File: src/rtl/text_cursor_ctrl.sv
// Write-side sequencer for the character display RAM: cursor tracking,
// control-character handling and a row-major full-screen clear.
module text_cursor_ctrl #(
  parameter int DATA_WIDTH     = 8,
  parameter int ROWS           = 4,
  parameter int COLS           = 32,
  parameter bit CLEAR_ON_RESET = 1'b1
) (
  input  logic                                     clk,
  input  logic                                     reset,
  input  logic                                     in_valid,
  input  logic [DATA_WIDTH-1:0]                    in_data,
  output logic                                     in_ready,
  input  logic                                     clr,
  output logic                                     ram_we,
  output logic [((ROWS > 1) ? $clog2(ROWS) : 1)-1:0] ram_row,
  output logic [((COLS > 1) ? $clog2(COLS) : 1)-1:0] ram_col,
  output logic [DATA_WIDTH-1:0]                    ram_din,
  output logic [((ROWS > 1) ? $clog2(ROWS) : 1)-1:0] cur_row,
  output logic [((COLS > 1) ? $clog2(COLS) : 1)-1:0] cur_col,
  output logic                                     busy
);

  localparam int RW = (ROWS > 1) ? $clog2(ROWS) : 1;
  localparam int CW = (COLS > 1) ? $clog2(COLS) : 1;
  localparam logic [RW-1:0] ROW_MAX = RW'(ROWS - 1);
  localparam logic [CW-1:0] COL_MAX = CW'(COLS - 1);

  localparam logic [DATA_WIDTH-1:0] CH_BS    = DATA_WIDTH'(32'h08);
  localparam logic [DATA_WIDTH-1:0] CH_LF    = DATA_WIDTH'(32'h0A);
  localparam logic [DATA_WIDTH-1:0] CH_FF    = DATA_WIDTH'(32'h0C);
  localparam logic [DATA_WIDTH-1:0] CH_CR    = DATA_WIDTH'(32'h0D);
  localparam logic [DATA_WIDTH-1:0] CH_SPACE = DATA_WIDTH'(32'h20);
  localparam logic [DATA_WIDTH-1:0] CH_TILDE = DATA_WIDTH'(32'h7E);

  typedef enum logic {IDLE, CLEAR} state_t;

  state_t state;
  logic   clr_pend;
  logic   xfer;
  logic   printable;

  // clr_pend holds a clear requested by reset release or an accepted FF;
  // it also blocks intake so no character is swallowed before the clear starts.
  assign in_ready  = (state == IDLE) && !clr && !clr_pend && reset;
  assign xfer      = in_valid && in_ready;
  assign printable = (in_data >= CH_SPACE) && (in_data <= CH_TILDE);

  always_ff @(posedge clk or negedge reset) begin
    if (!reset) begin
      state    <= IDLE;
      clr_pend <= CLEAR_ON_RESET;
      ram_we   <= 1'b0;
      ram_row  <= '0;
      ram_col  <= '0;
      ram_din  <= '0;
      cur_row  <= '0;
      cur_col  <= '0;
      busy     <= 1'b0;
    end else begin
      case (state)
        IDLE: begin
          ram_we <= 1'b0;
          if (clr || clr_pend) begin
            // The entry edge already issues the first clear write at (0,0).
            state    <= CLEAR;
            busy     <= 1'b1;
            clr_pend <= 1'b0;
            ram_we   <= 1'b1;
            ram_row  <= '0;
            ram_col  <= '0;
            ram_din  <= '0;
          end else if (xfer) begin
            if (printable) begin
              ram_we  <= 1'b1;
              ram_row <= cur_row;
              ram_col <= cur_col;
              ram_din <= in_data;
              if (cur_col == COL_MAX) begin
                cur_col <= '0;
                cur_row <= (cur_row == ROW_MAX) ? '0 : cur_row + 1'b1;
              end else begin
                cur_col <= cur_col + 1'b1;
              end
            end else begin
              case (in_data)
                CH_CR: cur_col <= '0;
                CH_LF: begin
                  cur_col <= '0;
                  cur_row <= (cur_row == ROW_MAX) ? '0 : cur_row + 1'b1;
                end
                CH_BS: begin
                  if (cur_col != '0) begin
                    cur_col <= cur_col - 1'b1;
                    ram_we  <= 1'b1;
                    ram_row <= cur_row;
                    ram_col <= cur_col - 1'b1;
                    ram_din <= CH_SPACE;
                  end else if (cur_row != '0) begin
                    cur_row <= cur_row - 1'b1;
                    cur_col <= COL_MAX;
                    ram_we  <= 1'b1;
                    ram_row <= cur_row - 1'b1;
                    ram_col <= COL_MAX;
                    ram_din <= CH_SPACE;
                  end
                end
                CH_FF:   clr_pend <= 1'b1;
                default: ;
              endcase
            end
          end
        end

        CLEAR: begin
          // ram_row/ram_col double as the clear address counter.
          if (ram_row == ROW_MAX && ram_col == COL_MAX) begin
            state   <= IDLE;
            busy    <= 1'b0;
            ram_we  <= 1'b0;
            cur_row <= '0;
            cur_col <= '0;
          end else begin
            ram_we  <= 1'b1;
            ram_din <= '0;
            if (ram_col == COL_MAX) begin
              ram_col <= '0;
              ram_row <= ram_row + 1'b1;
            end else begin
              ram_col <= ram_col + 1'b1;
            end
          end
        end

        default: state <= IDLE;
      endcase
    end
  end

endmodule
File: config.mk
export PLATFORM = sky130hd
export DESIGN_NAME = text_cursor_ctrl
export DESIGN_NICKNAME = d
export VERILOG_FILES = /design/src/rtl/text_cursor_ctrl.sv
export SDC_FILE = /design/constraint.sdc
export NUM_CORES = 1
export LEC_CHECK = 0
export ABC_AREA = 1
export ABC_CLOCK_PERIOD_IN_PS = 2690
export CAP_MARGIN = 40
export CORE_UTILIZATION = 45
export CTS_CLUSTER_SIZE = 12
export DETAILED_ROUTE_END_ITERATION = 8
export GPL_ROUTABILITY_DRIVEN = 0
export PLACE_DENSITY = 0.71
export SETUP_SLACK_MARGIN = 0.15
export SYNTH_ARGS = -nofsm -noshare
export SYNTH_HDL_FRONTEND = slang
export SYNTH_SLANG_ARGS = --single-unit
File: constraint.sdc
create_clock -name clk -period 2.69 [get_ports clk]
set_input_delay 0.538 -clock clk [delete_from_list [all_inputs] [get_ports clk]]
set_output_delay 0.538 -clock clk [all_outputs]
set_load 0.005 [all_outputs]
==> results of run 1 <==
[layer usage]
metal	up-vias	GRT usage, %	part of all wire [%]
met1	781	29.5	48
met2	46	36.2	45
met4	0	5.43	1.5
met5	-	0	0
li1	909	-	-
met3	8	2.60	5.0
[power by group through the flow]
stage               logic (mW)  registers, mW  clock network (mW)
floorplan               0.0232          0.398                   0
global route            0.0613          0.391               0.272
detailed placement      0.0550          0.398                   0
CTS                     0.0553          0.391               0.257
finish                  0.0547          0.391               0.251
global placement        0.0546          0.398                   0
[area by class of cell]
cell class / instances / area share (%)
clock buffer: 4 / 2.43
tap: 48 / 2.65
inverter: 27 / 4.70
multi-input combinational: 201 / 44.8
sequential: 26 / 28.8
timing repair buffer: 38 / 16.6
[worst max path at each step]
stage | slack (ps) | from | cells after the start | endpoint
after floorplan | 1090 | ram_col[0] | 11 | ram_col[2]
after global placement | 380 | clr | 5 | in_ready
after detailed placement | 360 | in_data[2] | 10 | ram_col[4]
after CTS | 370 | clr | 5 | in_ready
after global routing | 320 | clr | 5 | in_ready
final | 360 | clr | 5 | in_ready
[state kept, by name (all words and copies together) (netlist names)]
| name | count |
|---|---|
| state | 1 |
| ram_din | 8 |
| cur_row | 2 |
| clr_pend | 1 |
| ram_row | 2 |
| busy | 1 |
| ram_we | 1 |
| ram_col | 5 |
| cur_col | 5 |
[cells by family after synthesis]
logic type               after synthesis  share of synthesized area (%)
flip-flops                            26                           36.0
buffers and inverters                 32                           8.08
AO/OA/AOI/OAI                         21                           6.77
XOR/XNOR                               2                          0.967
adder cells (fa/ha/maj)                8                           5.53
AND/OR/NAND/NOR                      170                           42.7
[worst min-delay path, stage by stage (launching register included)]
cell and delay (ps):
sky130_fd_sc_hd__dfrtp_1 360, sky130_fd_sc_hd__nand2_1 50, sky130_fd_sc_hd__o21ai_1 60
[layout by cell type, fill, tap and decap left out, types with 2 or more instances in the layout]
cell / n
sky130_fd_sc_hd__dfrtp_1: 25
sky130_fd_sc_hd__inv_2: 3
sky130_fd_sc_hd__nand3_2: 2
sky130_fd_sc_hd__xor2_1: 2
sky130_fd_sc_hd__clkdlybuf4s50_1: 36
sky130_fd_sc_hd__nor2_2: 7
sky130_fd_sc_hd__nand2_4: 2
sky130_fd_sc_hd__o21ai_0: 7
sky130_fd_sc_hd__nand4_1: 6
sky130_fd_sc_hd__ha_1: 8
sky130_fd_sc_hd__buf_4: 2
sky130_fd_sc_hd__nor2_1: 19
sky130_fd_sc_hd__nand2_1: 94
sky130_fd_sc_hd__clkbuf_8: 4
sky130_fd_sc_hd__nand2_2: 5
sky130_fd_sc_hd__inv_1: 23
sky130_fd_sc_hd__o21ai_1: 8
sky130_fd_sc_hd__a21oi_1: 3
sky130_fd_sc_hd__nand3_1: 31
[per-stage QoR]
stage	hold WS [ps]	cells	util, %	total power, mW
2_1_floorplan	242	259	-	0.422
3_5_place_dp	483	340	58.5	0.453
4_1_cts	506	344	60.0	0.703
5_1_grt	545	344	60.0	0.724
3_3_place_gp	473	340	58.5	0.453
6_report	507	344	60.0	0.696
==> results.env, run 1 <==
FP.DIEW_UM=65.5
POWER_SWITCHING_mW=0.153
CRIT_REQUIRED_PS=2150
GRT_PASS1_WL_MM=7.24
H_TREE_LEVEL_COUNT=1
POWER_DENSITY_mW_PER_MM2=308
SKEW_PS=8.70
FIRST_GLOBAL_VIAS=1626
CRITICAL-PATH-TOP-DELAY-FAMILY='buffers and inverters'
DETAIL-ROUTE-ANTENNA-NETS=0
SYNTH.YOSYS.SEQ_AREA_SHARE_PCT=36.0
SHARE_COMB_OF_TOTAL_POWER_PCT=7.9
CTSRESIZECOUNT=0
NUMPORTBUFFERS=36
POST-DP-HPWL_MM=3.22
POST_SYNTH_INSTANCE_AREA_MM2=0.00181
CRIT_CHAIN='clkdlybuf4s50_1 > nor2_2 > nand2_2 > nor2_2 > clkdlybuf4s50_1'
WORSTPATHMAXFANOUT=4
FINALSETUPTNS_PS=0
POSTSYNTHREGISTERBITS=26
FINALHOLDVIOLCOUNT=0
FIRST_PASS_ITERS=4
RSZ0062_AT_GRT='false'
SETUP.WORST_PATH.START_CLASS='primary input'
DIE_AREA_MM2=0.00428
SYNTH_TOP_CELLS_BY_COUNT='sky130_fd_sc_hd__nand2_1 (94), sky130_fd_sc_hd__nand3_1 (31), sky130_fd_sc_hd__dfrtp_1 (25)'
HOLD_PATH.CLASS='reg -> reg'
REGISTER_TO_REGISTER_SETUP_SLACK_PS=760
YOSYSUNIQUECELLTYPES=28
P_SW_SHARE_PCT=21.9
WIRE_LENGTH_REPORTED_BY_THE_DETAILED_ROUTER_MM=4.15
REPORT.FINAL.SETUP_VIOL=0
CTS_HOLD_BUF=0
CTS-ROOT-BUF='sky130_fd_sc_hd__clkbuf_8'
WIRE_PER_INST_UM=12.1
MULTI_INPUT_COMB_AREA_MM2=0.00101
FINAL_NET_COUNT=317
DETAIL_ROUTE.VIAS_PER_CELL=5.07
CTS_BUFFER_DEPTH=2
ASYNCSETRESETFLOPFRACSYNTH_PCT=100
SEQCELLAREA_UM2=652
R2R_CELLS=11
CTS-BUFFERS-INSERTED=3
WORST_IR_DROP_VDD_mV=0.152
CPPEAKSTAGEDELAY_PS=500
SYNTH_TOP_AREA_CELL='sky130_fd_sc_hd__dfrtp_1'
PRE_CTS_WS_PS=356
CLOCK_INSERTION_DELAY_WORST_SKEW_PS=270
GR-TOTAL-OVERFLOW=0
INITIAL_ANTENNA_VIOLATION_COUNT=0
CLKPWRFRAC_PCT=36.0
SLEW-LIMIT-HEADROOM_PCT=74.2
SLEW_VIOL_FINAL=0
STARTING_UTILIZATION_OF_THE_CORE_AREA_PCT=48.0
DIE_Y_UM=65.5
POSTSYNTH.TOPFLOPCELL='sky130_fd_sc_hd__dfrtp_1'
SYNTH_FP_NETS=279
POST_CTS.REPAIR.SETUP_BUFFERS=0
SYNTH-EDFF-COUNT=0
MAX_SLEW.WORST_PIN.SLEW_PS=385
ANTENNADIODECOUNT=0
HP-START='ram_din[1]'
NUM_VIAS=1744
GRT_START_MAX_NET_PINS=27
POWER.INTERNAL_mW=0.543
TOTAL_PLACED_INSTANCE_AREA_MM2=0.00221
WORSTSETUPENDPOINTTYPE='output pin'
WORST_PATH_MAX_DELAY_CELL='sky130_fd_sc_hd__clkdlybuf4s50_1'
WORST_EP_ARRIVAL_TIME_PS=1790
AREA_GROWTH_PCT=24.9
SYNTHESIS.AREA_PER_INSTANCE_UM2=7.00
CLK_TRANSITION_REPORTED_PATHS_PS=90
DRV.MAX_CAP_VIOLATION_COUNT=0
WORST_SLACK_PS=359
WORST_HOLD_PATH.ENDPOINT='ram_din[1]'
YOSYSTOPAREACELLSHARE_PCT=34.5
SYNTH.MOST_COMMON_CELL='sky130_fd_sc_hd__nand2_1'
NUM_ROWS=22
DRIVE_GT1_SHARE_PCT=10.5
TRACK_USAGE_PCT=21.6
FINAL_DESIGN_AREA_NO_FILL_MM2=0.00226
OUTCOME='finished clean'
PATH_CLASS='in -> out'
NUMBER_OF_SINKS_DRIVEN_BY_THE_CLOCK_TREE=26
CTS_TREE='yes'
TIMING.RR.START='ram_col[0]'
CRIT_PATH_BUF_INV_COUNT=2
POST-ROUTE-DRC-COUNT=0
TIMING.FMAX_MHz=429
SEQUENTIALPOWERSHARE_PCT=56.1
POST_SYNTH_MAIN_AREA_CONTRIBUTORS='sky130_fd_sc_hd__dfrtp_1 (35%), sky130_fd_sc_hd__nand2_1 (19%), sky130_fd_sc_hd__nand3_1 (8.6%), sky130_fd_sc_hd__ha_1 (5.5%), sky130_fd_sc_hd__inv_1 (4.8%)'
REG2REG_TO='ram_col[4]'
LEAKAGE_POWER_nW=1.10
PERIOD_MINUS_SLACK_PS=2330
NFILLCELLS=376
WORST_HOLD_PATH.NUM_CELLS=2
BOUNDARYPINS=37
FLOORPLAN.CORE_AREA_MM2=0.00377
SYNTH.YOSYS.WARNINGS=0
FINALCRITPERIODSHARE_PCT=86.7
SYN-INSTANCE-COUNT=259
DRT_FIRST_ITER_VIOLATIONS=84
No activity file was read; power rests on OpenSTA's default activity.
==> run 2: changes to the inputs <==
CORE_MARGIN = 5   (was not set)
==> results.env, run 2 (synthesized netlist as in run 1, its figures left out) <==
OUTCOME='finished clean'
POST-ROUTE-DRC-COUNT=0  # unchanged
REPORT.FINAL.SETUP_VIOL=0  # unchanged
AREA_GROWTH_PCT=25.0
DRV.MAX_CAP_VIOLATION_COUNT=0  # unchanged
CTS-ROOT-BUF='sky130_fd_sc_hd__clkbuf_8'
FP.DIEW_UM=73.5  # +12%
CTSRESIZECOUNT=0  # unchanged
WIRE_LENGTH_REPORTED_BY_THE_DETAILED_ROUTER_MM=4.30  # +3.4%
WORST_IR_DROP_VDD_mV=0.119  # -22%
SEQUENTIALPOWERSHARE_PCT=56.0  # about the same
WIRE_PER_INST_UM=12.4  # +2.8%
DIE_Y_UM=73.5  # +12%
WORST_EP_ARRIVAL_TIME_PS=1800  # about the same
LEAKAGE_POWER_nW=1.10  # unchanged
PATH_CLASS='in -> out'
SETUP.WORST_PATH.START_CLASS='primary input'
LAYOUT_COMMON_CELLS='sky130_fd_sc_hd__nand2_1 (94), sky130_fd_sc_hd__clkdlybuf4s50_1 (36), sky130_fd_sc_hd__nand3_1 (31)'
POWER_DENSITY_mW_PER_MM2=308  # +0.11%
POWER.INTERNAL_mW=0.543  # about the same
FLIP_FLOP_COUNT_OF_THE_LARGEST_REGISTER_AFTER_LAYOUT=8  # unchanged
SLEW_VIOL_FINAL=0  # unchanged
TRACK_USAGE_PCT=17.2  # -4.4 points
REGISTERS_WITH_THE_MOST_FLIP_FLOPS='ram_din (8), cur_col (5), ram_col (5)'
CLOCK_INSERTION_DELAY_WORST_SKEW_PS=270  # about the same
FIRST_GLOBAL_VIAS=1678  # +3.2%
CLK_TRANSITION_REPORTED_PATHS_PS=90  # about the same
H_TREE_LEVEL_COUNT=1  # unchanged
STARTING_UTILIZATION_OF_THE_CORE_AREA_PCT=46.0  # -2.1 points
SLEW-LIMIT-HEADROOM_PCT=73.6  # -0.67 points
DRT_FIRST_ITER_VIOLATIONS=94  # +12%
MAX_SLEW.WORST_PIN.SLEW_PS=395  # +9.97 ps
FINALSETUPTNS_PS=0  # unchanged
GRT_PASS1_WL_MM=7.38  # +2.0%
WORSTPATHMAXFANOUT=4  # unchanged
FINAL_NET_COUNT=317  # unchanged
SKEW_PS=8.68  # -0.0280 ps
REGISTER_TO_REGISTER_SETUP_SLACK_PS=760  # about the same
INITIAL_ANTENNA_VIOLATION_COUNT=0  # unchanged
NFILLCELLS=411  # +9.3%
DETAIL_ROUTE.VIAS_PER_CELL=5.03  # -0.69%
POSTLAYOUTCOREUTIL_PCT=57.4  # -2.5 points
WORST_HOLD_PATH.NUM_CELLS=2  # unchanged
NUMBER_OF_SINKS_DRIVEN_BY_THE_CLOCK_TREE=26  # unchanged
POST-DP-HPWL_MM=3.32  # +3.3%
HOLD_PATH.CLASS='reg -> reg'
FINALCRITPERIODSHARE_PCT=87.1  # +0.39 points
FINALHOLDVIOLCOUNT=0  # unchanged
POWER_SWITCHING_mW=0.154  # +0.91%
WORSTSETUPENDPOINTTYPE='output pin'
CRIT_REQUIRED_PS=2150  # about the same
NUM_VIAS=1742  # -0.11%
TOP_REGISTER='ram_din'
FLOORPLAN.CORE_AREA_MM2=0.00394  # +4.5%
FIRST_PASS_ITERS=4  # unchanged
GR-TOTAL-OVERFLOW=0  # unchanged
MOSTFREQUENTLAYOUTCELL='sky130_fd_sc_hd__nand2_1'
TIMING.FMAX_MHz=427  # -0.45%
R2R_CELLS=9  # -2
NUM_ROWS=23  # +4.5%
CTS_TREE='yes'
CTS_HOLD_BUF=0  # unchanged
ANTENNADIODECOUNT=0  # unchanged
NUMPORTBUFFERS=36  # unchanged
BOUNDARYPINS=37  # unchanged
P_SW_SHARE_PCT=22.1  # +0.15 points
SHARE_COMB_OF_TOTAL_POWER_PCT=7.9  # about the same
CLKPWRFRAC_PCT=36.1  # about the same
DIE_AREA_MM2=0.00539  # +26%
CTS-BUFFERS-INSERTED=3  # unchanged
PERIOD_MINUS_SLACK_PS=2340  # +10.6 ps
DRIVE_GT1_SHARE_PCT=10.5  # unchanged
DETAIL-ROUTE-ANTENNA-NETS=0  # unchanged
RSZ0062_AT_GRT='false'
CTS_BUFFER_DEPTH=2  # unchanged
GRT_START_MAX_NET_PINS=27  # unchanged
POST_CTS.REPAIR.SETUP_BUFFERS=0  # unchanged
==> run 2: power groups by stage <==
stage	Clock [mW]	Sequential [mW]	Combinational (mW)
4_1_cts	0.255	0.391	0.0554
2_1_floorplan	0	0.398	0.0232
3_3_place_gp	0	0.398	0.0550
5_1_grt	0.271	0.391	0.0610
6_report	0.252	0.391	0.0547
3_5_place_dp	0	0.398	0.0554
==> run 2: layout make-up <==
cell class / count / area, um^2 / share of cell area (%)
clock buffers: 4 / 55.1 / 2.43
inverters: 27 / 106 / 4.70
multi-input cells: 201 / 1010 / 44.8
flip-flops and latches: 26 / 652 / 28.8
well taps: 50 / 62.6 / 2.76
repair buffers: 38 / 375 / 16.6
==> run 2: worst paths after layout <==
path / startpoint / to
min in group asynchronous: reset / cur_row[0]
min reg2reg: clr_pend / clr_pend
max reg2reg: cur_col[0] / ram_col[0]
min: clr_pend / clr_pend
max in group asynchronous: reset / clr_pend
max: clr / in_ready
==> run 2: worst max-delay path: stages <==
cell and delay (ps):
sky130_fd_sc_hd__clkdlybuf4s50_1 420, sky130_fd_sc_hd__nor2_2 110, sky130_fd_sc_hd__nand2_2 100, sky130_fd_sc_hd__nor2_2 120, sky130_fd_sc_hd__clkdlybuf4s50_1 510
==> run 2: layer usage <==
| layer | vias to the layer above | wire [um] | track usage, % |
|---|---|---|---|
| met5 | - | 0 | 0 |
| met4 | 0 | 39 | 4.63 |
| met3 | 4 | 224 | 2.33 |
| met2 | 44 | 2030 | 28.0 |
| met1 | 786 | 2000 | 24.0 |
| li1 | 908 | - | - |
==> run 2: through the flow <==
step / power, mW / hold slack [ps] / area (um^2) / cells / setup WS [ps]
floorplan: 0.422 / 242 / 1810 / 259 / 1090
global placement: 0.453 / 476 / 2210 / 342 / 368
detailed placement: 0.454 / 481 / 2210 / 342 / 344
CTS: 0.701 / 501 / 2260 / 346 / 337
global route: 0.723 / 528 / 2260 / 346 / 254
finish: 0.697 / 498 / 2260 / 346 / 348
